**src/rtl/alu_ctrl_pkg.sv**
```systemverilog
// Shared types and defaults for the two-requester ALU arbiter.
// The ALU_ARB_FIXED_PRIO_EN macro is consumed by alu_rr_arbiter.
package alu_ctrl_pkg;

  localparam int DW_DEF      = 8;
  localparam int OPW_DEF     = 4;
  localparam int ALU_LAT_MAX = 4;
  localparam int CNT_W       = $clog2(ALU_LAT_MAX);

  typedef enum logic [1:0] {
    IDLE  = 2'd0,
    ISSUE = 2'd1,
    WAIT  = 2'd2,
    RESP  = 2'd3
  } alu_state_e;

endpackage

```
**src/rtl/alu_rr_arbiter.sv**
```systemverilog
// Two-way grant selection. Round-robin on ties by default; with
// ALU_ARB_FIXED_PRIO_EN defined requester 0 always wins and no pointer exists.
module alu_rr_arbiter (
  input  logic       clk,
  input  logic       rst_n,
  input  logic [1:0] req,
  input  logic       upd,
  output logic [1:0] gnt
);

`ifdef ALU_ARB_FIXED_PRIO_EN
  logic unused_ok;
  assign unused_ok = ^{clk, rst_n, upd};
  assign gnt[0]    = req[0];
  assign gnt[1]    = req[1] & ~req[0];
`else
  // last = index granted most recently; reset to 1 so requester 0 wins the first tie
  logic last;

  always_ff @(posedge clk or negedge rst_n) begin
    if (!rst_n)   last <= 1'b1;
    else if (upd) last <= gnt[1];
  end

  assign gnt[0] = req[0] & (~req[1] | last);
  assign gnt[1] = req[1] & (~req[0] | ~last);
`endif

endmodule

```
**src/rtl/alu_arbiter.sv**
```systemverilog
// Shares one multi-cycle ALU between two requesters: accept, issue, wait, respond.
// Build option: ALU_ARB_FIXED_PRIO_EN selects fixed priority (requester 0) over round-robin.
module alu_arbiter
  import alu_ctrl_pkg::*;
#(
  parameter int ALU_LAT = 1,
  parameter int DW      = DW_DEF,
  parameter int OPW     = OPW_DEF
) (
  input  logic            clk,
  input  logic            rst_n,
  input  logic            req0_valid,
  output logic            req0_ready,
  input  logic [DW-1:0]   req0_a,
  input  logic [DW-1:0]   req0_b,
  input  logic [OPW-1:0]  req0_op,
  input  logic            req1_valid,
  output logic            req1_ready,
  input  logic [DW-1:0]   req1_a,
  input  logic [DW-1:0]   req1_b,
  input  logic [OPW-1:0]  req1_op,
  output logic [DW-1:0]   alu_a,
  output logic [DW-1:0]   alu_b,
  output logic [OPW-1:0]  alu_s,
  output logic            alu_en,
  input  logic [2*DW-1:0] alu_y,
  input  logic            alu_carry,
  input  logic            alu_zero,
  output logic            rsp_valid,
  input  logic            rsp_ready,
  output logic            rsp_id,
  output logic [2*DW-1:0] rsp_y,
  output logic            rsp_carry,
  output logic            rsp_zero,
  output logic            busy
);

  alu_state_e       state, nxt;
  logic [1:0]       gnt;
  logic             accept;
  logic [DW-1:0]    a_q, b_q;
  logic [OPW-1:0]   s_q;
  logic             id_q;
  logic [CNT_W-1:0] cnt;
  logic             wait_done;

  alu_rr_arbiter u_arb (
    .clk   (clk),
    .rst_n (rst_n),
    .req   ({req1_valid, req0_valid}),
    .upd   (accept),
    .gnt   (gnt)
  );

  // rst_n gate keeps ready low while reset is held even if valids are high
  assign req0_ready = (state == IDLE) & gnt[0] & rst_n;
  assign req1_ready = (state == IDLE) & gnt[1] & rst_n;
  assign accept     = req0_ready | req1_ready;
  assign wait_done  = (state == WAIT) && (cnt == '0);

  always_ff @(posedge clk or negedge rst_n) begin
    if (!rst_n) state <= IDLE;
    else        state <= nxt;
  end

  always_comb begin
    nxt       = state;
    alu_en    = 1'b0;
    alu_a     = '0;
    alu_b     = '0;
    alu_s     = '0;
    rsp_valid = 1'b0;
    busy      = 1'b1;
    case (state)
      IDLE: begin
        busy = 1'b0;
        if (accept) nxt = ISSUE;
      end
      ISSUE: begin
        alu_en = 1'b1;
        alu_a  = a_q;
        alu_b  = b_q;
        alu_s  = s_q;
        nxt    = WAIT;
      end
      WAIT: begin
        alu_a = a_q;
        alu_b = b_q;
        alu_s = s_q;
        if (cnt == '0) nxt = RESP;
      end
      RESP: begin
        rsp_valid = 1'b1;
        if (rsp_ready) nxt = IDLE;
      end
      default: nxt = IDLE;
    endcase
  end

  always_ff @(posedge clk or negedge rst_n) begin
    if (!rst_n) begin
      a_q       <= '0;
      b_q       <= '0;
      s_q       <= '0;
      id_q      <= 1'b0;
      cnt       <= '0;
      rsp_id    <= 1'b0;
      rsp_y     <= '0;
      rsp_carry <= 1'b0;
      rsp_zero  <= 1'b0;
    end else begin
      if (accept) begin
        a_q  <= gnt[1] ? req1_a  : req0_a;
        b_q  <= gnt[1] ? req1_b  : req0_b;
        s_q  <= gnt[1] ? req1_op : req0_op;
        id_q <= gnt[1];
      end
      // loaded during ISSUE so WAIT spans exactly ALU_LAT cycles
      if (state == ISSUE)                    cnt <= CNT_W'(ALU_LAT - 1);
      else if (state == WAIT && cnt != '0)   cnt <= cnt - 1'b1;
      if (wait_done) begin
        rsp_y     <= alu_y;
        rsp_carry <= alu_carry;
        rsp_zero  <= alu_zero;
        rsp_id    <= id_q;
      end
    end
  end

endmodule
```
**config.mk**
```make
export PLATFORM = sky130hd
export DESIGN_NAME = alu_arbiter
export DESIGN_NICKNAME = d
export VERILOG_FILES = /design/src/rtl/alu_ctrl_pkg.sv /design/src/rtl/alu_rr_arbiter.sv /design/src/rtl/alu_arbiter.sv
export SDC_FILE = /design/constraint.sdc
export NUM_CORES = 1
export LEC_CHECK = 0
export CAP_MARGIN = 20
export CORE_MARGIN = 2
export CORE_UTILIZATION = 40
export CTS_CLUSTER_SIZE = 30
export DETAILED_ROUTE_END_ITERATION = 12
export PLACE_DENSITY_LB_ADDON = 0.12
export SYNTH_ARGS = -nofsm -noshare
export SYNTH_HDL_FRONTEND = slang
export SYNTH_HIERARCHICAL = 1
export SYNTH_SLANG_ARGS = --single-unit
```
**constraint.sdc**
```tcl
create_clock -name clk -period 2 [get_ports clk]
set_input_delay 0.2 -clock clk [delete_from_list [all_inputs] [get_ports clk]]
set_output_delay 0.2 -clock clk [all_outputs]
set_load 0.02 [all_outputs]
```
==> results.json, run 1 <==
{
  "drt_wl_total_mm": 4.82,
  "cts_setup_buffers": 0,
  "clk_path_buf_depth": 2,
  "drv_slew": 0,
  "finalPower_mw": 4.91,
  "dp_cells": 364,
  "drtPass1Iterations": 4,
  "grt_max_degree": 42,
  "grt-ovfl-total": 0,
  "setup_viol": 0,
  "pin_count": 107,
  "tns_ps": 0,
  "cts_made_buffers": 5,
  "die_area_um2": 5940,
  "drc": 0,
  "layout-drive-gt1-share_pct": 15.8,
  "die_x_um": 77.1,
  "status": "complete, no violations",
  "startpoint_type": "register",
  "grt.total_usage_pct": 17.4,
  "required_ps": 1800,
  "place_congestion": 0.741,
  "drt_iter0_markers": 59,
  "antenna_found_initial": 0,
  "post_drt_via_cell_ratio": 4.63,
  "ys_seq_area_share_pct": 52.8,
  "skew_ps": 1.68,
  "avgRoutedWirePerCell_um": 12.9,
  "cts_tree": "done",
  "synthCells": 187,
  "syn-cell-area_um2": 2130,
  "synth.distinct_cells": 23,
  "crit_type": "register to primary output",
  "synth_area_per_cell_um2": 11.4,
  "rsz0062_at_grt": "no",
  "critPathCaptureType": "primary output",
  "multi_input_area_um2": 941,
  "seq_area_um2": 1130,
  "antenna_left": 0,
  "fmax_mhz": 532,
  "n_antenna_cell": 0,
  "core_region_area_um2": 5140,
  "grt_pass1_wl_mm": 8.21,
  "period_share_pct": 93.9,
  "via_count": 1728,
  "vdd_drop_max_v": 0.000582,
  "place_area_um2": 3330,
  "synthesis.nets": 256,
  "dp_hpwl_mm": 3.80,
  "ys_seq_elements": 45,
  "hold_path.class": "input port to async pin",
  "area_delta_synth_final_pct": 59.1,
  "initial_utilization_pct": 41.5,
  "maxCapViolCount": 0,
  "path_max_fanout": 9,
  "tightestPinTransition_ps": 365,
  "n_fill_cell": 457,
  "hold_viol": 0,
  "clock-sinks": 45,
  "num_rows": 26,
  "p_leak_nw": 1.56,
  "path_clk_slew_ps": 80,
  "nets": 371,
  "h-tree-depth": 2,
  "slew_headroom_pct": 75.7,
  "clk_latency_ps": 280,
  "cts-root-buf": "clkbuf_8",
  "grt_pass1_vias": 1847,
  "fp.dieH_um": 77.1,
  "final_area_um2": 3400,
  "p_per_area_nw_per_um2": 1440,
  "finalCoreUtilization_pct": 66.1,
  "layout_min_cycle_time_ps": 1880,
  "yosys_warnings": 6,
  "crit_arrival_ps": 1680,
  "io_buffers": 106,
  "finalNonFillerCells": 373
}
## synth_stat cells (all sizes together)
cell type   n  area share, %
o211ai      1           0.59
mux2       21             11
dfstp       1            1.2
clkbuf      6            1.1
nor2b       1           0.29
mux2i      21            9.8
nand2      22            3.9
and3        2           0.59
xnor2       1           0.41
o21bai      1           0.35
nor2        3           0.53
o21ai      21            4.9
a221oi      1           0.70
buf         4           0.94
inv         9            1.6
and2       20            5.9
dfrtp      44             52
a21boi      2           0.88
ha          6            3.5
## cell type report
class	instances	area share (%)
Inverter	9	0.994
Multi-Input combinational cell	123	27.7
Clock buffer	8	2.65
Timing Repair Buffer	118	32.9
Sequential cell	45	33.2
Tap cell	70	2.58
## path summary, 6_finish.rpt
check,startpoint,end,slack [ps],depth (start not counted)
min in group clk,s_q[1]$_DFFE_PN0P_,s_q[1]$_DFFE_PN0P_,480,2
max in group asynchronous,rst_n,a_q[1]$_DFFE_PN0P_,1200,3
min,rst_n,rsp_y[13]$_DFFE_PN0P_,470,3
min reg2reg,s_q[1]$_DFFE_PN0P_,s_q[1]$_DFFE_PN0P_,480,2
max,state[1]$_DFFE_PN0P_,alu_s[2],120,5
max reg2reg,u_arb/last$_DFFE_PN1P_,state[1]$_DFFE_PN0P_,180,6
## per-layer routing
layer	part of all wire, %	track usage (%)	vias to the layer above
met3	7.8	6.12	7
met4	1.1	4.64	0
met1	41	20.0	799
met5	0	0	-
li1	-	-	853
met2	50	31.0	69
## cells in the final DEF, fill, tap and decap left out, drive strengths merged
cell           synthesis  final
clkdlybuf4s50          0     83
dfrtp                 44     44
nand2                 22     22
mux2i                 21     21
mux2                  21     21
o21ai                 21     21
and2                  20     20
clkbuf                 6     13
clkdlybuf4s15          0     12
buf                    4     12
inv                    9      9
ha                     6      6
dlygate4sd2            0      5
nor2                   3      3
and3                   2      2
a21boi                 2      2
o211ai                 1      1
nor2b                  1      1
a221oi                 1      1
o21bai                 1      1
xnor2                  1      1
dlygate4sd3            0      1
dfstp                  1      1
## critical path, stage by stage, from the launching register on
cell and delay [ps]:
dfrtp_1 360, inv_1 80, ha_2 360, buf_4 160, and2_1 130, clkdlybuf4s15_1 300
## per-stage QoR
stage | setup WS [ps] | hold WS (ps)
after floorplan | 301 | -95.6
after global placement | 12.9 | 249
after detailed placement | 3.52 | 256
after CTS | 59.3 | 467
after global routing | 1.72 | 480
final | 122 | 468
## flip-flops by register name, summed over array words and instances, names as in the netlist
| signal | cells |
|---|---|
| state | 2 |
| rsp_zero | 1 |
| cnt | 2 |
| id_q | 1 |
| rsp_carry | 1 |
| rsp_id | 1 |
| u_arb/last | 1 |
| a_q | 8 |
| b_q | 8 |
| s_q | 4 |
| rsp_y | 16 |
## report_power, final
group          internal (mW)  switching [mW]  total (mW)
logic                   1.40            1.40        2.80
registers               1.34           0.202        1.54
clock network          0.282           0.280       0.562
## cells by family (layout without fill, tap and decap cells)
group	Yosys count	in the layout	synth area share, %
XOR/XNOR	1	1	0.410
AND/OR/NAND/NOR	48	48	11.1
flip-flops	45	45	52.8
AO/OA/AOI/OAI	26	26	7.44
multiplexers	42	42	21.1
buffers and inverters	19	135	3.58
adder cells (fa/ha/maj)	6	6	3.52
## repair_timing
| item | 4_1_cts | 5_1_grt |
|---|---|---|
| gates resized for setup | 23 | 22 |
| endpoints found under the setup margin | 22 | 17 |
| hold buffers | 1 | 0 |
| hold endpoints to repair | 15 | 0 |
| pin swaps | 0 | 0 |
| gates cloned | 0 | 0 |
(Power assumes the default switching activity.)
==> run 2, diff against run 1 <==
--- a/config.mk
+++ b/config.mk
@@ -15,3 +15,4 @@
 export SYNTH_HDL_FRONTEND = slang
 export SYNTH_HIERARCHICAL = 1
 export SYNTH_SLANG_ARGS = --single-unit
+export TNS_END_PERCENT = 5
==> constraint.sdc (replaced) <==
create_clock -name clk -period 2.15 [get_ports clk]
set_input_delay 0.215 -clock clk [delete_from_list [all_inputs] [get_ports clk]]
set_output_delay 0.215 -clock clk [all_outputs]
set_load 0.02 [all_outputs]
==> run 2 against run 1 <==
Against the previous run: via count down 1.1%; sequential power down 7%; non-clock buffer count down 5; first-iteration DRC count up 6.8%; largest power group unchanged; final cell count down 1.3%; utilization down 0.24 points; clock-buffer cell count down 1; highest routed layer unchanged.
==> results.json, run 2 (synthesized netlist as in run 1, its figures left out) <==
{
  "grt.total_usage_pct": 17.5,
  "critPathCaptureType": "primary output",
  "layout-drive-gt1-share_pct": 13.1,
  "clk_latency_ps": 300,
  "initial_utilization_pct": 41.5,
  "layout_min_cycle_time_ps": 1960,
  "die_area_um2": 5940,
  "drt_iter0_markers": 63,
  "drc": 0,
  "crit_type": "register to primary output",
  "status": "complete, no violations",
  "rr_worst_depth": 5,
  "n_fill_cell": 462,
  "clock-sinks": 45,
  "path_max_fanout": 5,
  "top_regs": "rsp_y: 16 flops, a_q: 8 flops, b_q: 8 flops",
  "required_ps": 1930,
  "grt_pass1_wl_mm": 8.25,
  "startpoint_type": "register",
  "core_region_area_um2": 5140,
  "tightestPinTransition_ps": 361,
  "maxCapViolCount": 0,
  "n_antenna_cell": 0,
  "cts_made_buffers": 5,
  "drtPass1Iterations": 3,
  "final_cell_mix": "83 x clkdlybuf4s50_1, 44 x dfrtp_1, 22 x nand2_1, 22 x dlygate4sd2_1, 21 x mux2i_1",
  "pin_count": 107,
  "finalCoreUtilization_pct": 65.8,
  "vdd_drop_max_v": 0.000561,
  "place_congestion": 0.749,
  "dp_hpwl_mm": 3.68,
  "cts-root-buf": "clkbuf_8",
  "clk_path_buf_depth": 2,
  "fmax_mhz": 510,
  "grt-ovfl-total": 0,
  "io_buffers": 106,
  "h-tree-depth": 2,
  "grt_pass1_vias": 1719,
  "avgRoutedWirePerCell_um": 13.4,
  "via_count": 1709,
  "post_drt_via_cell_ratio": 4.64,
  "die_x_um": 77.1,
  "drv_slew": 0,
  "path_clk_slew_ps": 80,
  "p_per_area_nw_per_um2": 1350,
  "num_rows": 26,
  "grt_max_degree": 42,
  "layout_commonest_cell": "clkdlybuf4s50_1",
  "area_delta_synth_final_pct": 58.6,
  "slew_headroom_pct": 75.9,
  "tns_ps": 0,
  "period_share_pct": 91.2,
  "top_register": "rsp_y",
  "hold_path.class": "input port to async pin",
  "crit_arrival_ps": 1740,
  "p_leak_nw": 1.60,
  "skew_ps": 5.13,
  "nets": 366,
  "largest_reg_flops": 16,
  "fp.dieH_um": 77.1,
  "setup_viol": 0,
  "antenna_left": 0,
  "cts_setup_buffers": 0,
  "cts_tree": "done",
  "drt_wl_total_mm": 4.93,
  "rsz0062_at_grt": "no",
  "hold_viol": 0,
  "antenna_found_initial": 0
}
[run 2: metrics by stage]
step                      hold WS (ps)  setup slack [ps]  instance area [um2]  cells  power (mW)
after floorplan                  -80.6               451                 2130    187        2.92
after global placement            42.9              98.0                 3300    359        4.16
after detailed placement          41.7              68.7                 3300    359        4.21
after CTS                          255               170                 3380    368        4.64
after global routing               279              89.5                 3380    368        4.88
final                              266               190                 3380    368        4.57
[run 2: path summary, 6_finish.rpt]
path                                              from              endpoint  slack (ps)
worst max-delay path              state[0]$_DFFE_PN0P_                  busy         190
worst min-delay path                             rst_n    rsp_id$_DFFE_PN0P_         270
worst max register to register  u_arb/last$_DFFE_PN1P_  state[1]$_DFFE_PN0P_         370
worst min register to register      s_q[3]$_DFFE_PN0P_    s_q[3]$_DFFE_PN0P_         470
max in group asynchronous                        rst_n    a_q[6]$_DFFE_PN0P_        1320
min in group clk                    s_q[3]$_DFFE_PN0P_    s_q[3]$_DFFE_PN0P_         470
[run 2: layout make-up]
class                      count  area, um2  area share [%]
sequential                    45       1130            33.3
timing repair buffer         113       1100            32.4
inverter                       9       33.8           0.998
clock buffer                   7       96.3            2.85
tap                           70       87.6            2.59
clock inverter                 1       5.00           0.148
multi-input combinational    123        938            27.7
[run 2: what timing repair did]
action,4_1_cts,5_1_grt
endpoints found under the hold margin,17,0
gates resized for setup,22,0
hold buffers,1,0
endpoints found under the setup margin,22,0
[run 2: per-layer routing]
layer,vias to the layer above,GRT usage [%],part of all wire (%)
met5,-,0,0
met4,0,5.00,1.0
met2,67,28.2,47
met3,5,6.24,7.8
met1,793,22.4,44
li1,844,-,-
[run 2: worst max-delay path, cell delays in order, from the launching register on]
cell             delay [ps]
dfrtp_1                 390
inv_1                   100
ha_1                    280
inv_1                    80
clkdlybuf4s50_1         600
[run 2: power by group]
part           switching [mW]  internal [mW]  total, mW
Clock                   0.281          0.291      0.572
Combinational            1.30           1.26       2.57
Sequential              0.182           1.25       1.43
Total                    1.77           2.80       4.57
